===== config.mk =====
export PLATFORM = sky130hd
export DESIGN_NAME = dmux8way16_buf
export DESIGN_NICKNAME = d
export VERILOG_FILES = /design/src/rtl/dmux8way16_buf_pkg.sv /design/src/rtl/dmux8way16_buf_lane.sv /design/src/rtl/dmux8way16_buf.sv
export SDC_FILE = /design/constraint.sdc
export NUM_CORES = 1
export LEC_CHECK = 0
export CAP_MARGIN = 20
export CORE_ASPECT_RATIO = 1.25
export CORE_MARGIN = 3
export CORE_UTILIZATION = 50
export DETAILED_ROUTE_END_ITERATION = 10
export HOLD_SLACK_MARGIN = 0.1
export PLACE_DENSITY = 0.85
export RECOVER_POWER = 50
export SLEW_MARGIN = 15
export SYNTH_ARGS = -nofsm -noshare
export SYNTH_HDL_FRONTEND = slang
export SYNTH_SLANG_ARGS = --single-unit

===== constraint.sdc =====
create_clock -name clk -period 2.2 [get_ports clk]
set_input_delay 0.55 -clock clk [delete_from_list [all_inputs] [get_ports clk]]
set_output_delay 0.55 -clock clk [all_outputs]
set_load 0.005 [all_outputs]

===== src/rtl/dmux8way16_buf_pkg.sv =====
// Shared constants, lane state type and select decoder for the dmux8way16_buf slice.
package dmux8way16_buf_pkg;

  localparam int LANES = 8;
  localparam int SEL_W = 3;

  localparam logic [SEL_W-1:0] LANE_A = 3'd0;
  localparam logic [SEL_W-1:0] LANE_B = 3'd1;
  localparam logic [SEL_W-1:0] LANE_C = 3'd2;
  localparam logic [SEL_W-1:0] LANE_D = 3'd3;
  localparam logic [SEL_W-1:0] LANE_E = 3'd4;
  localparam logic [SEL_W-1:0] LANE_F = 3'd5;
  localparam logic [SEL_W-1:0] LANE_G = 3'd6;
  localparam logic [SEL_W-1:0] LANE_H = 3'd7;

  typedef enum logic {
    LANE_EMPTY = 1'b0,
    LANE_FULL  = 1'b1
  } lane_state_e;

  function automatic logic [LANES-1:0] sel_onehot(input logic [SEL_W-1:0] s);
    logic [LANES-1:0] v;
    case (s)
      LANE_A:  v = 8'b0000_0001;
      LANE_B:  v = 8'b0000_0010;
      LANE_C:  v = 8'b0000_0100;
      LANE_D:  v = 8'b0000_1000;
      LANE_E:  v = 8'b0001_0000;
      LANE_F:  v = 8'b0010_0000;
      LANE_G:  v = 8'b0100_0000;
      LANE_H:  v = 8'b1000_0000;
      default: v = 8'b0000_0000;
    endcase
    return v;
  endfunction

endpackage


===== src/rtl/dmux8way16_buf_lane.sv =====
// One output lane: a holding register plus its EMPTY/FULL state.
// A load always wins over a take, so a lane drained and refilled in one cycle stays FULL.
module dmux_lane
  import dmux8way16_buf_pkg::*;
#(
  parameter int WIDTH = 16
) (
  input  logic             clk,
  input  logic             rst_n,
  input  logic             load,
  input  logic [WIDTH-1:0] din,
  input  logic             take,
  output logic [WIDTH-1:0] dout,
  output logic             valid,
  output logic             can_load
);

  lane_state_e      r_state;
  lane_state_e      w_state_nxt;
  logic [WIDTH-1:0] r_data;

  // state register
  always_ff @(posedge clk or negedge rst_n) begin
    if (!rst_n) begin
      r_state <= LANE_EMPTY;
    end else begin
      r_state <= w_state_nxt;
    end
  end

  // next-state logic
  always_comb begin
    w_state_nxt = r_state;
    case (r_state)
      LANE_EMPTY: begin
        if (load) w_state_nxt = LANE_FULL;
        else      w_state_nxt = LANE_EMPTY;
      end
      LANE_FULL: begin
        if (load)      w_state_nxt = LANE_FULL;
        else if (take) w_state_nxt = LANE_EMPTY;
        else           w_state_nxt = LANE_FULL;
      end
      default: w_state_nxt = LANE_EMPTY;
    endcase
  end

  // data register: changes only on load, otherwise keeps the (possibly stale) word
  always_ff @(posedge clk or negedge rst_n) begin
    if (!rst_n) begin
      r_data <= {WIDTH{1'b0}};
    end else if (load) begin
      r_data <= din;
    end
  end

  // output decode
  always_comb begin
    valid    = (r_state == LANE_FULL);
    can_load = (r_state != LANE_FULL) | take;
    dout     = r_data;
  end

endmodule


===== src/rtl/dmux8way16_buf.sv =====
// Registered 8-way demultiplexer: steers each accepted word into lane[sel] and holds it
// there until that lane's consumer takes it; each lane has its own valid/ready pair.
module dmux8way16_buf
  import dmux8way16_buf_pkg::*;
#(
  parameter int WIDTH = 16
) (
  input  logic             clk,
  input  logic             rst_n,
  input  logic [WIDTH-1:0] in,
  input  logic [2:0]       sel,
  input  logic             in_valid,
  output logic             in_ready,
  output logic [WIDTH-1:0] a,
  output logic [WIDTH-1:0] b,
  output logic [WIDTH-1:0] c,
  output logic [WIDTH-1:0] d,
  output logic [WIDTH-1:0] e,
  output logic [WIDTH-1:0] f,
  output logic [WIDTH-1:0] g,
  output logic [WIDTH-1:0] h,
  output logic [7:0]       out_valid,
  input  logic [7:0]       out_ready
);

  logic [LANES-1:0] w_valid;
  logic [LANES-1:0] w_can_load;
  logic [LANES-1:0] w_load;
  logic             w_accept;
  logic [WIDTH-1:0] w_data [LANES];

  // handshake and one-hot load steering; rst_n gates in_ready so nothing lands under reset
  always_comb begin
    in_ready = rst_n & w_can_load[sel];
    w_accept = in_valid & in_ready;
    if (w_accept) begin
      w_load = sel_onehot(sel);
    end else begin
      w_load = {LANES{1'b0}};
    end
  end

  for (genvar g_i = 0; g_i < LANES; g_i++) begin : g_lane
    dmux_lane #(.WIDTH(WIDTH)) u_lane (
      .clk      (clk),
      .rst_n    (rst_n),
      .load     (w_load[g_i]),
      .din      (in),
      .take     (out_ready[g_i]),
      .dout     (w_data[g_i]),
      .valid    (w_valid[g_i]),
      .can_load (w_can_load[g_i])
    );
  end

  assign out_valid = w_valid;
  assign a = w_data[LANE_A];
  assign b = w_data[LANE_B];
  assign c = w_data[LANE_C];
  assign d = w_data[LANE_D];
  assign e = w_data[LANE_E];
  assign f = w_data[LANE_F];
  assign g = w_data[LANE_G];
  assign h = w_data[LANE_H];

endmodule


==> results of run 1 <==
-- power groups by stage --
| stage | clock, mW | sequential, mW | combinational [mW] |
|---|---|---|---|
| after global placement | 0 | 3.39 | 2.04 |
| after global routing | 2.99 | 3.46 | 2.19 |
| after CTS | 2.90 | 3.40 | 2.12 |
| after floorplan | 0 | 3.42 | 0.612 |
| final | 2.86 | 3.39 | 2.04 |
| after detailed placement | 0 | 3.42 | 2.09 |
-- layer usage --
layer | vias up | wire, um | global-route usage, %
met2 | 132 | 7600 | 42.5
met4 | 0 | 242 | 9.31
met1 | 1814 | 5350 | 27.9
met3 | 21 | 1140 | 8.92
li1 | 1552 | - | -
met5 | - | 0 | 0
-- cells in the final DEF (no fill, tap or decap), drive strengths merged, types with 3 or more instances in the layout --
cell and n:
buf 18, clkdlybuf4s50 156, inv 4, nand3 4, and3 3, dlygate4sd2 4
dfrtp 136, clkbuf 38, nand2 5, and3b 4, clkinvlp 3, mux2 128
nand2b 5
-- final cells by class --
type,instances,area share (%)
Clock buffer,25,6.53
Clock inverter,6,1.11
Inverter,4,0.190
Multi-Input combinational cell,168,23.0
Sequential cell,136,43.1
Tap cell,132,2.09
Timing Repair Buffer,194,23.9
-- worst reg2reg max path, stage by stage (launching register included) --
cell,delay [ns]
dfrtp_1,0.39
nor2b_1,0.16
and3b_1,0.20
clkbuf_2,0.50
mux2_2,0.42
-- what timing repair did --
item	in CTS	in global routing
pin swaps	5	3
resized for setup	15	7
setup buffers	1	0
endpoints found under the setup margin	1	1
-- worst paths after layout --
path                                                start                   endpoint  slack (ns)  cells after the start
worst max-delay path                               sel[0]                   in_ready        0.02                      6
worst min-delay path            g_lane[6].u_lane.dout[11]  g_lane[6].u_lane.dout[11]        0.50                      1
worst max register to register     g_lane[1].u_lane.valid   g_lane[1].u_lane.dout[4]        0.41                      4
worst min register to register  g_lane[6].u_lane.dout[11]  g_lane[6].u_lane.dout[11]        0.50                      1
max in group asynchronous                           rst_n  g_lane[2].u_lane.dout[15]        0.29                      3
min in group asynchronous                           rst_n  g_lane[6].u_lane.dout[10]        0.52                      2
-- synthesized netlist by cell type (all sizes together) (2+ instances only) --
library cell  instances  area share [%]
dfrtp               136              62
mux2                128              28
buf                  24             4.0
nand2                 5            0.34
nand2b                5            0.57
and3b                 4            0.64
inv                   4            0.27
nand3                 4            0.73
and3                  3            0.37
and2b                 2            0.27
nor2b                 2            0.27
nor3b                 2            0.27
o2111a                2            0.41
o21ai                 2            0.18
o21bai                2            0.27
-- registers in the layout, summed over array words and instances, names as in the netlist --
| register | flops |
|---|---|
| g_lane.u_lane.valid | 8 |
| g_lane.u_lane.dout | 128 |
-- logic make-up (layout without fill, tap and decap cells) --
| logic type | Yosys count | in the layout |
|---|---|---|
| flops | 136 | 136 |
| mux | 128 | 128 |
| simple gates | 30 | 30 |
| buf+inv | 28 | 229 |
| compound gates | 10 | 10 |
-- through the flow --
stage               instance area [um^2]  cells  power (mW)
floorplan                           5480    332        4.03
global placement                    7390    633        5.42
detailed placement                  7390    633        5.51
CTS                                 8010    665        8.41
global route                        7890    665        8.64
finish                              7890    665        8.29
==> impl_metrics.csv, run 1 <==
group,metric,value,unit
critical_path,worst-setup-path-type,"in2out",
route,remaining_drc_errors,0,
sta,worst_pin_slew,1.25,ns
critical_path,crit_slowest_cell,"dlygate4sd2_1",
yosys,synth-seq-cells,136,
floorplanning,die_x,99.6,um
clock_network,cts_htree_levels,4,
floorplanning,fp.dieH,123,um
layout,syn_to_final_growth,44.0,%
sta,max_slew_margin,16.6,%
route,vias,3519,
route,viasPerCell,5.29,
clock_network,insertion_delay,0.41,ns
placed_design,portBuffers,166,
global_route,grt.total_usage,24.6,%
yosys,synth_compound_area_share,1.51,%
clock_network,cts.sinks,136,
sta,max_freq,459,MHz
sta,hold_viol,0,
placed_design,routabilityCongestion,0.936,
yosys,syn_nets,362,
sta,maxSlewViolCount,0,
critical_path,crit_fanout,6,
sta,fin_setup_tns,0,ns
clock_network,cts_tree,"done",
global_route,antenna_found_initial,0,
yosys,synthCells,332,
global_route,overflow,0,
pwr,seqPwrFrac,40.9,%
pwr,switching_share,23.6,%
floorplanning,row_count,42,
yosys,avgSynthCellArea,16.5,um^2
run_status,status,"finished clean",
route,ant_nets,0,
clock_network,clock-root-buffer,"clkbuf_16",
worst_hold_path,hold_class,"reg2reg",
critical_path,arrival,1.63,ns
sta,finClkSkew,0.00780,ns
layout,nFillCells,661,
placed_design,post-place-ws,-0.584,ns
pwr,pwr_density_cell,1050,nW/um^2
route,drtPass1Iterations,4,
run,maxCapViolCount,0,
yosys,synth-simple-area-share,3.86,%
yosys,synth_top_family_by_area,"multiplexers",
sta,fin_hold_ws,0.496,ns
yosys,yosysSeqAreaShare,62.1,%
yosys,synth_warnings,0,
route,wl_per_cell,21.5,um
yosys,synth-edff-count,0,
yosys,synthMuxAreaShare,28.3,%
pwr,power_frac_clock,34.5,%
pwr,combPwrFrac,24.6,%
critical_path,cp.required,1.65,ns
critical_path,path_delay_family,"buffers and inverters",
clock_network,clock_path_buffers,2,
sta,setup_ws,0.0196,ns
layout,final_util,74.0,%
yosys,synth.cell_area,5480,um^2
critical_path,cp-start-kind,"input port",
pwr,ir_drop,0.662,mV
global_route,grt_max_degree,51,
layout,diodes,0,
layout,nNetsFinal,551,
yosys,synth_cell_types,29,
layout,seqCellArea,3400,um^2
critical_path,crit_path_max_incr_delay,0.26,ns
floorplanning,ios,167,
pwr,switching_power,1.96,mW
pwr,intPower,6.33,mW
yosys,synth_ff_type,"dfrtp_1",
layout,drive_above_1_share,34.0,%
floorplanning,core-area,10700,um^2
clock_network,cts-hold-fix-buffers,0,
critical_path,endpoint_kind,"output port",
clock_network,path_clk_slew,0.06,ns
yosys,async_reset_ff_share,100,%
clock_network,cts_buffers,17,
critical_path,crit_chain,"dlygate4sd2_1, buf_6, nor4b_4, a311oi_2, a32o_1, buf_2",
sta,finalSetupViolCount,0,
yosys,synthXorXnorAreaFrac,0,%
critical_path,cp.buffers_inverters,3,
pwr,p_leak,3.53,nW
global_route,grt_pass1_wl,22.6,mm
global_route,grt_pass1_vias,4021,
layout,multi_input_area,1820,um^2
route,drt_wl_total,14.3,mm
route,dr.first_iter.drc_count,124,
sta,min_period,2.18,ns
sta,finalCritPeriodShare,99.1,%
placed_design,hpwlAfterDp,9.59,mm
floorplanning,initial_utilization,51.4,%
floorplanning,dieArea,12300,um^2
yosys,synth-adder-area-share,0,%
(Power assumes the default switching activity.)
==> run 2, diff against run 1 <==
--- a/config.mk
+++ b/config.mk
@@ -11,7 +11,7 @@
 export CORE_UTILIZATION = 50
 export DETAILED_ROUTE_END_ITERATION = 10
 export HOLD_SLACK_MARGIN = 0.1
-export PLACE_DENSITY = 0.85
+export PLACE_DENSITY = 0.82
 export RECOVER_POWER = 50
 export SLEW_MARGIN = 15
 export SYNTH_ARGS = -nofsm -noshare
==> constraint.sdc (replaced) <==
create_clock -name clk -period 2.7 [get_ports clk]
set_input_delay 0.675 -clock clk [delete_from_list [all_inputs] [get_ports clk]]
set_output_delay 0.675 -clock clk [all_outputs]
set_load 0.005 [all_outputs]
==> run 2 against run 1 <==
Net effect: clock skew down 0.0022 ns; clock power decreased by 19%; setup slack better by 0.017 ns; sequential power fell by 19%; critical endpoint unchanged; critical path type unchanged; count of clock-buffer cells in the layout unchanged.
==> impl_metrics.csv, run 2 (synthesis results as in run 1) <==
group,metric,value,unit
placed_design,hpwlAfterDp,9.49,mm
critical_path,crit_path_max_incr_delay,0.59,ns
route,viasPerCell,5.15,
layout,final_common_cell,"dfrtp_1",
floorplanning,row_count,42,
route,met3WireLength,1.34,mm
route,vias,3401,
global_route,antenna_found_initial,0,
layout,design_area,7800,um^2
sta,finClkSkew,0.00561,ns
route,top_layer,"met4",
layout,final_cell_mix,"dfrtp_1, mux2_2, clkdlybuf4s50_1",
floorplanning,initial_utilization,51.4,%
critical_path,cp.buffers_inverters,2,
worst_hold_path,hold_class,"reg2reg",
pwr,power_frac_clock,35.1,%
clock_network,clock_path_buffers,2,
sta,rsz0062_at_grt,"false",
sta,fin_hold_ws,0.481,ns
route,wl_per_cell,20.1,um
clock_network,insertion_delay,0.40,ns
pwr,p_leak,3.55,nW
critical_path,cp.required,2.03,ns
route,dr.first_iter.drc_count,74,
sta,maxSlewViolCount,0,
floorplanning,die_x,99.6,um
critical_path,crit_slowest_cell,"dlygate4sd3_1",
layout,syn_to_final_growth,42.4,%
placed_design,routabilityCongestion,0.890,
placed_design,dp.cells,629,
critical_path,critPathLaunch,"sel[2]",
pwr,switching_power,1.52,mW
floorplanning,core-area,10700,um^2
pwr,pwr_density_cell,847,nW/um^2
floorplanning,fp.dieH,123,um
layout,final_cells,661,
placed_design,portBuffers,166,
floorplanning,ios,167,
layout,nNetsFinal,546,
pwr,seqPwrFrac,41.5,%
placed_design,placed_area,7300,um^2
critical_path,endpoint_kind,"output port",
route,remaining_drc_errors,0,
global_route,grt.total_usage,23.0,%
sta,finalCritPeriodShare,98.7,%
global_route,grt_pass1_wl,21.2,mm
pwr,ir_drop,0.560,mV
critical_path,arrival,1.99,ns
worst_hold_path,hp-start,"g_lane[6].u_lane.dout[13]",
route,routed-wl-met2,6.74,mm
sta,worst_pin_slew,0.939,ns
critical_path,path_delay_family,"buffers and inverters",
run_status,status,"finished clean",
critical_path,crit_chain,"dlygate4sd3_1, and2b_1, a32o_2, dlygate4sd2_1",
clock_network,cts.sinks,136,
layout,largest_reg_flops,128,
route,ant_nets,0,
route,met1_length,5.07,mm
critical_path,cp-start-kind,"input port",
pwr,combPwrFrac,23.4,%
clock_network,cts_buffers,17,
run,maxCapViolCount,0,
critical_path,crit_fanout,4,
placed_design,post-place-ws,-0.370,ns
pwr,switching_share,23.0,%
clock_network,clock-root-buffer,"clkbuf_16",
global_route,grt_pass1_vias,3778,
layout,diodes,0,
clock_network,cts_tree,"done",
pwr,total_power,6.61,mW
layout,multi_input_area,1820,um^2
global_route,grt_max_degree,73,
clock_network,path_clk_slew,0.05,ns
layout,drive_above_1_share,32.1,%
sta,hold_viol,0,
pwr,intPower,5.09,mW
clock_network,cts_htree_levels,4,
layout,nFillCells,694,
sta,max_slew_margin,37.4,%
critical_path,worst-setup-path-type,"in2out",
sta,finalSetupViolCount,0,
critical_path,r2r_start,"g_lane[7].u_lane.valid",
floorplanning,dieArea,12300,um^2
route,drtPass1Iterations,4,
route,drt_wl_total,13.3,mm
sta,setup_ws,0.0362,ns
sta,min_period,2.66,ns
sta,max_freq,375,MHz
clock_network,post_cts_buffers,0,
global_route,overflow,0,
layout,seqCellArea,3400,um^2
[run 2: cell types whose count changed in the layout (fill, tap and decap cells not counted), sizes merged]
cell and delta:
buf -3, bufinv +1, clkbuf -4, clkdlybuf4s50 -73, clkinv +2, clkinvlp -2, dlygate4sd2 -1, dlygate4sd3 +78
dlymetal6s2s -2
[run 2: path summary, 6_finish.rpt]
| kind | endpoint | depth (start not counted) | slack (ns) |
|---|---|---|---|
| max in group asynchronous | g_lane[0].u_lane.dout[7] | 3 | 0.61 |
| setup / recovery | in_ready | 4 | 0.04 |
| min in group asynchronous | g_lane[4].u_lane.dout[15] | 2 | 0.70 |
| hold reg to reg | g_lane[6].u_lane.dout[13] | 1 | 0.48 |
| hold / removal | g_lane[6].u_lane.dout[13] | 1 | 0.48 |
| setup reg to reg | g_lane[7].u_lane.dout[9] | 4 | 0.73 |
[run 2: power by group through the flow]
stage | Clock (mW) | Sequential [mW] | Combinational [mW]
CTS | 2.37 | 2.76 | 1.71
global placement | 0 | 2.76 | 1.65
global route | 2.45 | 2.80 | 1.67
detailed placement | 0 | 2.79 | 1.69
floorplan | 0 | 2.79 | 0.499
finish | 2.32 | 2.74 | 1.55
[run 2: final cells by class]
type / instances / area share (%)
clock buffer: 25 / 6.22
clock inverter: 7 / 1.49
tap: 132 / 2.12
inverter: 4 / 0.192
sequential: 136 / 43.6
timing repair buffer: 189 / 23.1
multi-input combinational: 168 / 23.3
[run 2: worst reg2reg max path, cell delays in order (launching register included)]
cell and delay, ns:
dfrtp_1 0.40, inv_1 0.08, o2111a_1 0.23, clkbuf_1 0.71, mux2_2 0.44
[run 2: layer usage]
layer,vias to the layer above,GRT usage (%)
li1,1540,-
met1,1725,26.3
met2,124,38.7
met3,12,11.7
met4,0,5.21
met5,-,0
[run 2: timing repair]
action | 4_1_cts | 5_1_grt
pin swaps | 4 | 0
gates resized for setup | 8 | 2
endpoints found under the setup margin | 1 | 1
hold buffers | 0 | 0
[run 2: through the flow]
step / utilization, % / TNS (ns)
2_1_floorplan: - / 0
3_3_place_gp: 68.4 / -0.337
3_5_place_dp: 68.4 / -0.370
4_1_cts: 74.1 / 0
5_1_grt: 73.1 / 0
6_report: 73.1 / 0
